<file path="config.mk">
export PLATFORM = sky130hd
export DESIGN_NAME = timer_ctrl_4b
export DESIGN_NICKNAME = d
export VERILOG_FILES = /design/src/rtl/timer_ctrl_4b_pkg.sv /design/src/rtl/up_counter_4b.sv /design/src/rtl/timer_ctrl_4b.sv
export SDC_FILE = /design/constraint.sdc
export NUM_CORES = 1
export LEC_CHECK = 0
export CAP_MARGIN = 40
export CORE_AREA = 2 2 39 41
export CTS_BUF_LIST = sky130_fd_sc_hd__clkbuf_4
export DETAILED_ROUTE_END_ITERATION = 8
export DIE_AREA = 0 0 41 43
export PLACE_DENSITY = 0.69
export SLEW_MARGIN = 20
export SYNTH_ARGS = -nofsm -noshare
export SYNTH_HDL_FRONTEND = slang
export SYNTH_SLANG_ARGS = --single-unit
</file>
<file path="constraint.sdc">
create_clock -name clk -period 3.6 [get_ports clk]
set_clock_uncertainty 0.1 [all_clocks]
set_input_delay 0.72 -clock clk [delete_from_list [all_inputs] [get_ports clk]]
set_output_delay 0.72 -clock clk [all_outputs]
set_load 0.01 [all_outputs]
</file>
<file path="src/rtl/timer_ctrl_4b_pkg.sv">
// Shared types for the one-shot / auto-reload delay timer controller.
// State encodings match the datapath-control convention IDLE=00, LOAD=01, RUN=10, DONE=11.
package timer_ctrl_4b_pkg;

    localparam int CNT_W = 4;

    typedef enum logic [1:0] {
        IDLE = 2'b00,
        LOAD = 2'b01,
        RUN  = 2'b10,
        DONE = 2'b11
    } state_t;

    // Loading the complement lets the counter reach F after exactly P increments.
    function automatic logic [CNT_W-1:0] load_value(input logic [CNT_W-1:0] p);
        return ~p;
    endfunction

endpackage

</file>
<file path="src/rtl/up_counter_4b.sv">
// 4-bit loadable up-counter datapath; tcount flags the terminal value F.
// Load has priority over count enable.
module up_counter_4b (
    input  logic       clk,
    input  logic       rst,
    input  logic       ld,
    input  logic       cnt,
    input  logic [3:0] in,
    output logic [3:0] count,
    output logic       tcount
);

    always_ff @(posedge clk) begin
        if (rst) begin
            count <= 4'h0;
        end else if (ld) begin
            count <= in;
        end else if (cnt) begin
            count <= count + 4'h1;
        end
    end

    assign tcount = (count == 4'hF);

endmodule

</file>
<file path="src/rtl/timer_ctrl_4b.sv">
// Programmable delay timer: sequences up_counter_4b so done pulses P+2 cycles after start.
// Optional auto-reload mode is enabled by defining TIMER_CTRL_RELOAD_EN.
module timer_ctrl_4b
    import timer_ctrl_4b_pkg::*;
(
    input  logic        clk,
    input  logic        rst,
    input  logic        start,
    input  logic [3:0]  period,
    input  logic        stop,
`ifdef TIMER_CTRL_RELOAD_EN
    input  logic        periodic,
`endif
    output logic        busy,
    output logic        done,
    output logic [3:0]  count,
    output state_t      state_dbg
);

    // Handshake: start is a level request with no ready; it is taken only in IDLE
    // (busy=0) together with period, and is dropped, not queued, while busy=1.
    state_t     state_q;
    state_t     state_d;
    logic [3:0] period_q;
    logic       ld;
    logic       cnt;
    logic       tcount;
    logic       reload;

`ifdef TIMER_CTRL_RELOAD_EN
    logic per_q;

    always_ff @(posedge clk) begin
        if (rst) begin
            per_q <= 1'b0;
        end else if (state_q == IDLE && start) begin
            per_q <= periodic;
        end
    end

    assign reload = per_q;
`else
    assign reload = 1'b0;
`endif

    always_ff @(posedge clk) begin
        if (rst) begin
            state_q  <= IDLE;
            period_q <= 4'h0;
        end else begin
            state_q <= state_d;
            if (state_q == IDLE && start) begin
                period_q <= period;
            end
        end
    end

    always_comb begin
        state_d = state_q;
        ld      = 1'b0;
        cnt     = 1'b0;
        case (state_q)
            IDLE: begin
                if (start) state_d = LOAD;
            end
            LOAD: begin
                if (stop) begin
                    state_d = IDLE;
                end else begin
                    ld      = 1'b1;
                    state_d = RUN;
                end
            end
            RUN: begin
                // Holding at F means the counter never wraps; stop beats tcount.
                cnt = !tcount;
                if (stop)        state_d = IDLE;
                else if (tcount) state_d = DONE;
            end
            DONE: begin
                state_d = reload ? LOAD : IDLE;
            end
            default: state_d = IDLE;
        endcase
    end

    up_counter_4b u_counter (
        .clk    (clk),
        .rst    (rst),
        .ld     (ld),
        .cnt    (cnt),
        .in     (load_value(period_q)),
        .count  (count),
        .tcount (tcount)
    );

    assign busy      = (state_q != IDLE);
    assign done      = (state_q == DONE);
    assign state_dbg = state_q;

endmodule

</file>
==> results.py <==
metrics = {
    "status": {
        "outcome": "complete, no violations",
    },
    "finish": {
        "nets": 79,
        "layout.core_utilization_pct": 49.5,
        "antenna-diode-count": 0,
        "design_area_sq_um": 684,
        "layout-drive-gt1-share_pct": 13.0,
        "area.growth.synth_to_final_pct": 30.9,
    },
    "global_routing": {
        "grt-ovfl-total": 0,
        "grt_pass1_vias": 373,
        "grt_first_pass_wirelength_microns": 1590,
        "track_usage_pct": 13.5,
        "grt_start_max_net_pins": 12,
        "grt_antenna_before_repair": 0,
    },
    "logic_synthesis": {
        "netlist.area_leader.share_pct": 38.3,
        "syn_avg_cell_area_sq_um": 9.51,
        "synth_area_leader_cell": "sky130_fd_sc_hd__dfxtp_1",
        "post_synth_inst_count": 55,
        "synth-adder-area-share_pct": 2.39,
        "yosysSeqAreaShare_pct": 38.3,
        "syn_area_sq_um": 523,
        "synth-seq-cells": 10,
        "synth_fp_nets": 64,
        "ys_types": 32,
        "largest_family_of_logic_cells_by_synthesized_area": "compound AO/OA/AOI/OAI gates",
        "synthTopCellsByArea": "sky130_fd_sc_hd__dfxtp_1, sky130_fd_sc_hd__mux2i_1, sky130_fd_sc_hd__buf_6",
        "post_synthesis_simple_gate_area_fraction_pct": 18.7,
        "xor_xnor_fraction_of_synth_area_pct": 3.35,
        "muxShareOfSynthArea_pct": 7.66,
        "synth-warning-count": 0,
        "synth-compound-area-share_pct": 21.5,
    },
    "timing": {
        "setup_total_negative_slack_ps": 0,
        "setup_viol_count_final": 0,
        "hold_violations": 0,
        "period_minus_slack_ps": 2300,
        "slew_violations": 0,
        "rsz0062_at_grt": "false",
        "maxSlewHeadroom_pct": 69.4,
        "worst_pin_slew_ps": 457,
        "period_share_pct": 63.8,
        "fmax_mhz": 435,
    },
    "critical_path": {
        "setup.worst_path.start_class": "flop",
        "worst_ep_arrival_time_ps": 1480,
        "worstSetupPathType": "flop to output port",
        "timing.critical_path.slowest_cell_delay_ps": 530,
        "critical_path_required_ps": 2780,
        "crit_fanout": 9,
        "critPathSlowestCell": "sky130_fd_sc_hd__clkdlybuf4s50_1",
        "path_cells": "and2_2, clkdlybuf4s50_1",
        "end_kind": "output port",
    },
    "power": {
        "static_leakage_uw": 0.000247,
        "cellPowerDensity_nw_per_um2": 380,
        "peakVddDrop_mv": 0.166,
    },
    "die": {
        "die_area_sq_um": 1760,
        "floorplan_die_width_microns": 41,
        "ios": 16,
        "floorplan.core_area_sq_um": 1380,
        "die_height_microns": 43,
        "std_cell_rows": 14,
        "initial_core_util_pct": 37.8,
    },
    "drt": {
        "wirelength_microns": 1030,
        "avgViaCountPerCell": 5.28,
        "via_count": 449,
        "detail_route.drc_violations": 0,
        "drt_pass1_iterations": 7,
        "drt_iter0_markers": 8,
        "number_of_nets_still_failing_antenna_checks_after_routing": 0,
        "post_drt_wl_per_cell_microns": 12.1,
    },
    "hold_path": {
        "hold_path.class": "flop to flop",
    },
    "clock_network": {
        "cts_made_buffers": 3,
        "clock_root_buffer": "sky130_fd_sc_hd__clkbuf_4",
        "clock_path_buffers": 2,
        "cts_tree": "done",
        "path_clk_slew_ps": 70,
        "cts-hold-fix-buffers": 0,
        "cts-htree-levels": 1,
        "worstSkewPairLatency_ps": 270,
        "cts.sinks": 10,
        "cts_post_setup_buffers_inserted": 0,
        "postCtsResizedCells": 0,
    },
    "place": {
        "place.gp.congestion": 0.721,
        "io_buffer_count": 15,
        "placed_cell_area_sq_um": 658,
    },
    "flow_run": {
        "maxCapViolCount": 0,
    },
}
==> state kept, by name, summed over array words and instances, names as in the netlist <==
register and flops:
u_counter.count 4, period_q 4, state_dbg 2
==> through the flow <==
stage / cells / hold WS [ps] / power, uW / setup WS, ps
floorplan: 55 / 360 / 159 / 1920
global route: 85 / 430 / 273 / 1210
global placement: 81 / 383 / 181 / 1390
detailed placement: 81 / 385 / 182 / 1370
CTS: 85 / 402 / 263 / 1290
finish: 85 / 404 / 260 / 1300
==> cells in the final DEF, fill, tap and decap left out, types with 2 or more instances in the layout <==
cell / n
sky130_fd_sc_hd__clkbuf_4: 3
sky130_fd_sc_hd__o211ai_1: 2
sky130_fd_sc_hd__nor2_1: 5
sky130_fd_sc_hd__clkdlybuf4s50_1: 15
sky130_fd_sc_hd__mux2i_1: 4
sky130_fd_sc_hd__inv_1: 2
sky130_fd_sc_hd__xnor2_1: 2
sky130_fd_sc_hd__dfxtp_1: 10
sky130_fd_sc_hd__nor3_1: 2
sky130_fd_sc_hd__o21ai_0: 2
==> power breakdown <==
group / total (uW) / switching (uW) / internal (uW)
clock: 80.6 / 40.5 / 40.1
combinational: 51.9 / 20.2 / 31.7
sequential: 127 / 8.53 / 119
==> metal layers <==
layer	vias to the layer above	track usage [%]	wire length (microns)
li1	229	-	-
met1	197	16.6	447
met2	20	19.4	479
met3	3	4.71	80
met4	0	8.00	17
met5	-	0	0
==> cell type report <==
cell class	instances	area (sq um)
Inverter	2	7.51
Clock buffer	3	22.5
Tap cell	16	20.0
Fill cell	145	699
Sequential cell	10	200
Clock inverter	1	3.75
Timing Repair Buffer	15	150
Multi-Input combinational cell	38	280
==> kinds of logic after synthesis <==
logic type	count (synthesis)
buffers and inverters	7
flip-flops	10
XOR/XNOR	2
adder cells (fa/ha/maj)	1
AND/OR/NAND/NOR	17
AO/OA/AOI/OAI	14
multiplexers	4
==> worst paths after layout <==
check	depth (start not counted)	to	start	slack [ps]
worst min register to register	2	period_q[0]$_SDFFE_PP0P_	period_q[0]$_SDFFE_PP0P_	400
worst min-delay path	2	period_q[0]$_SDFFE_PP0P_	period_q[0]$_SDFFE_PP0P_	400
worst max register to register	3	u_counter.count[2]$_SDFFE_PP0P_	state_dbg[0]$_SDFFE_PP0P_	2060
worst max-delay path	2	done	state_dbg[1]$_SDFFE_PP0P_	1300
==> cells in the mapped netlist <==
cell,n
sky130_fd_sc_hd__a21oi_2,1
sky130_fd_sc_hd__clkbuf_1,2
sky130_fd_sc_hd__a21oi_1,1
sky130_fd_sc_hd__a2bb2oi_1,1
sky130_fd_sc_hd__o22a_1,1
sky130_fd_sc_hd__ha_1,1
sky130_fd_sc_hd__o32a_2,1
sky130_fd_sc_hd__o21ai_0,2
sky130_fd_sc_hd__o32a_1,1
sky130_fd_sc_hd__xnor2_1,2
sky130_fd_sc_hd__nand2b_1,1
sky130_fd_sc_hd__nand2_1,1
sky130_fd_sc_hd__nor2_1,5
sky130_fd_sc_hd__mux2i_1,4
sky130_fd_sc_hd__buf_2,1
sky130_fd_sc_hd__a211oi_2,1
sky130_fd_sc_hd__or3b_1,1
sky130_fd_sc_hd__nor2b_1,1
sky130_fd_sc_hd__nand3_1,1
sky130_fd_sc_hd__inv_1,2
sky130_fd_sc_hd__and2_2,1
sky130_fd_sc_hd__buf_6,2
sky130_fd_sc_hd__nor4_1,1
sky130_fd_sc_hd__nor3_1,2
sky130_fd_sc_hd__or2_2,1
sky130_fd_sc_hd__a211oi_1,1
sky130_fd_sc_hd__and3_1,1
sky130_fd_sc_hd__nor3b_2,1
sky130_fd_sc_hd__o31a_1,1
sky130_fd_sc_hd__dfxtp_1,10
sky130_fd_sc_hd__o22ai_1,1
sky130_fd_sc_hd__o211ai_1,2
==> critical path, delay by kind of cell, from the launching register on <==
family                 cells  cell delay, ps
buffers and inverters      1             530
flip-flops                 1             490
AND/OR/NAND/NOR            1             200
(Power assumes the default switching activity.)
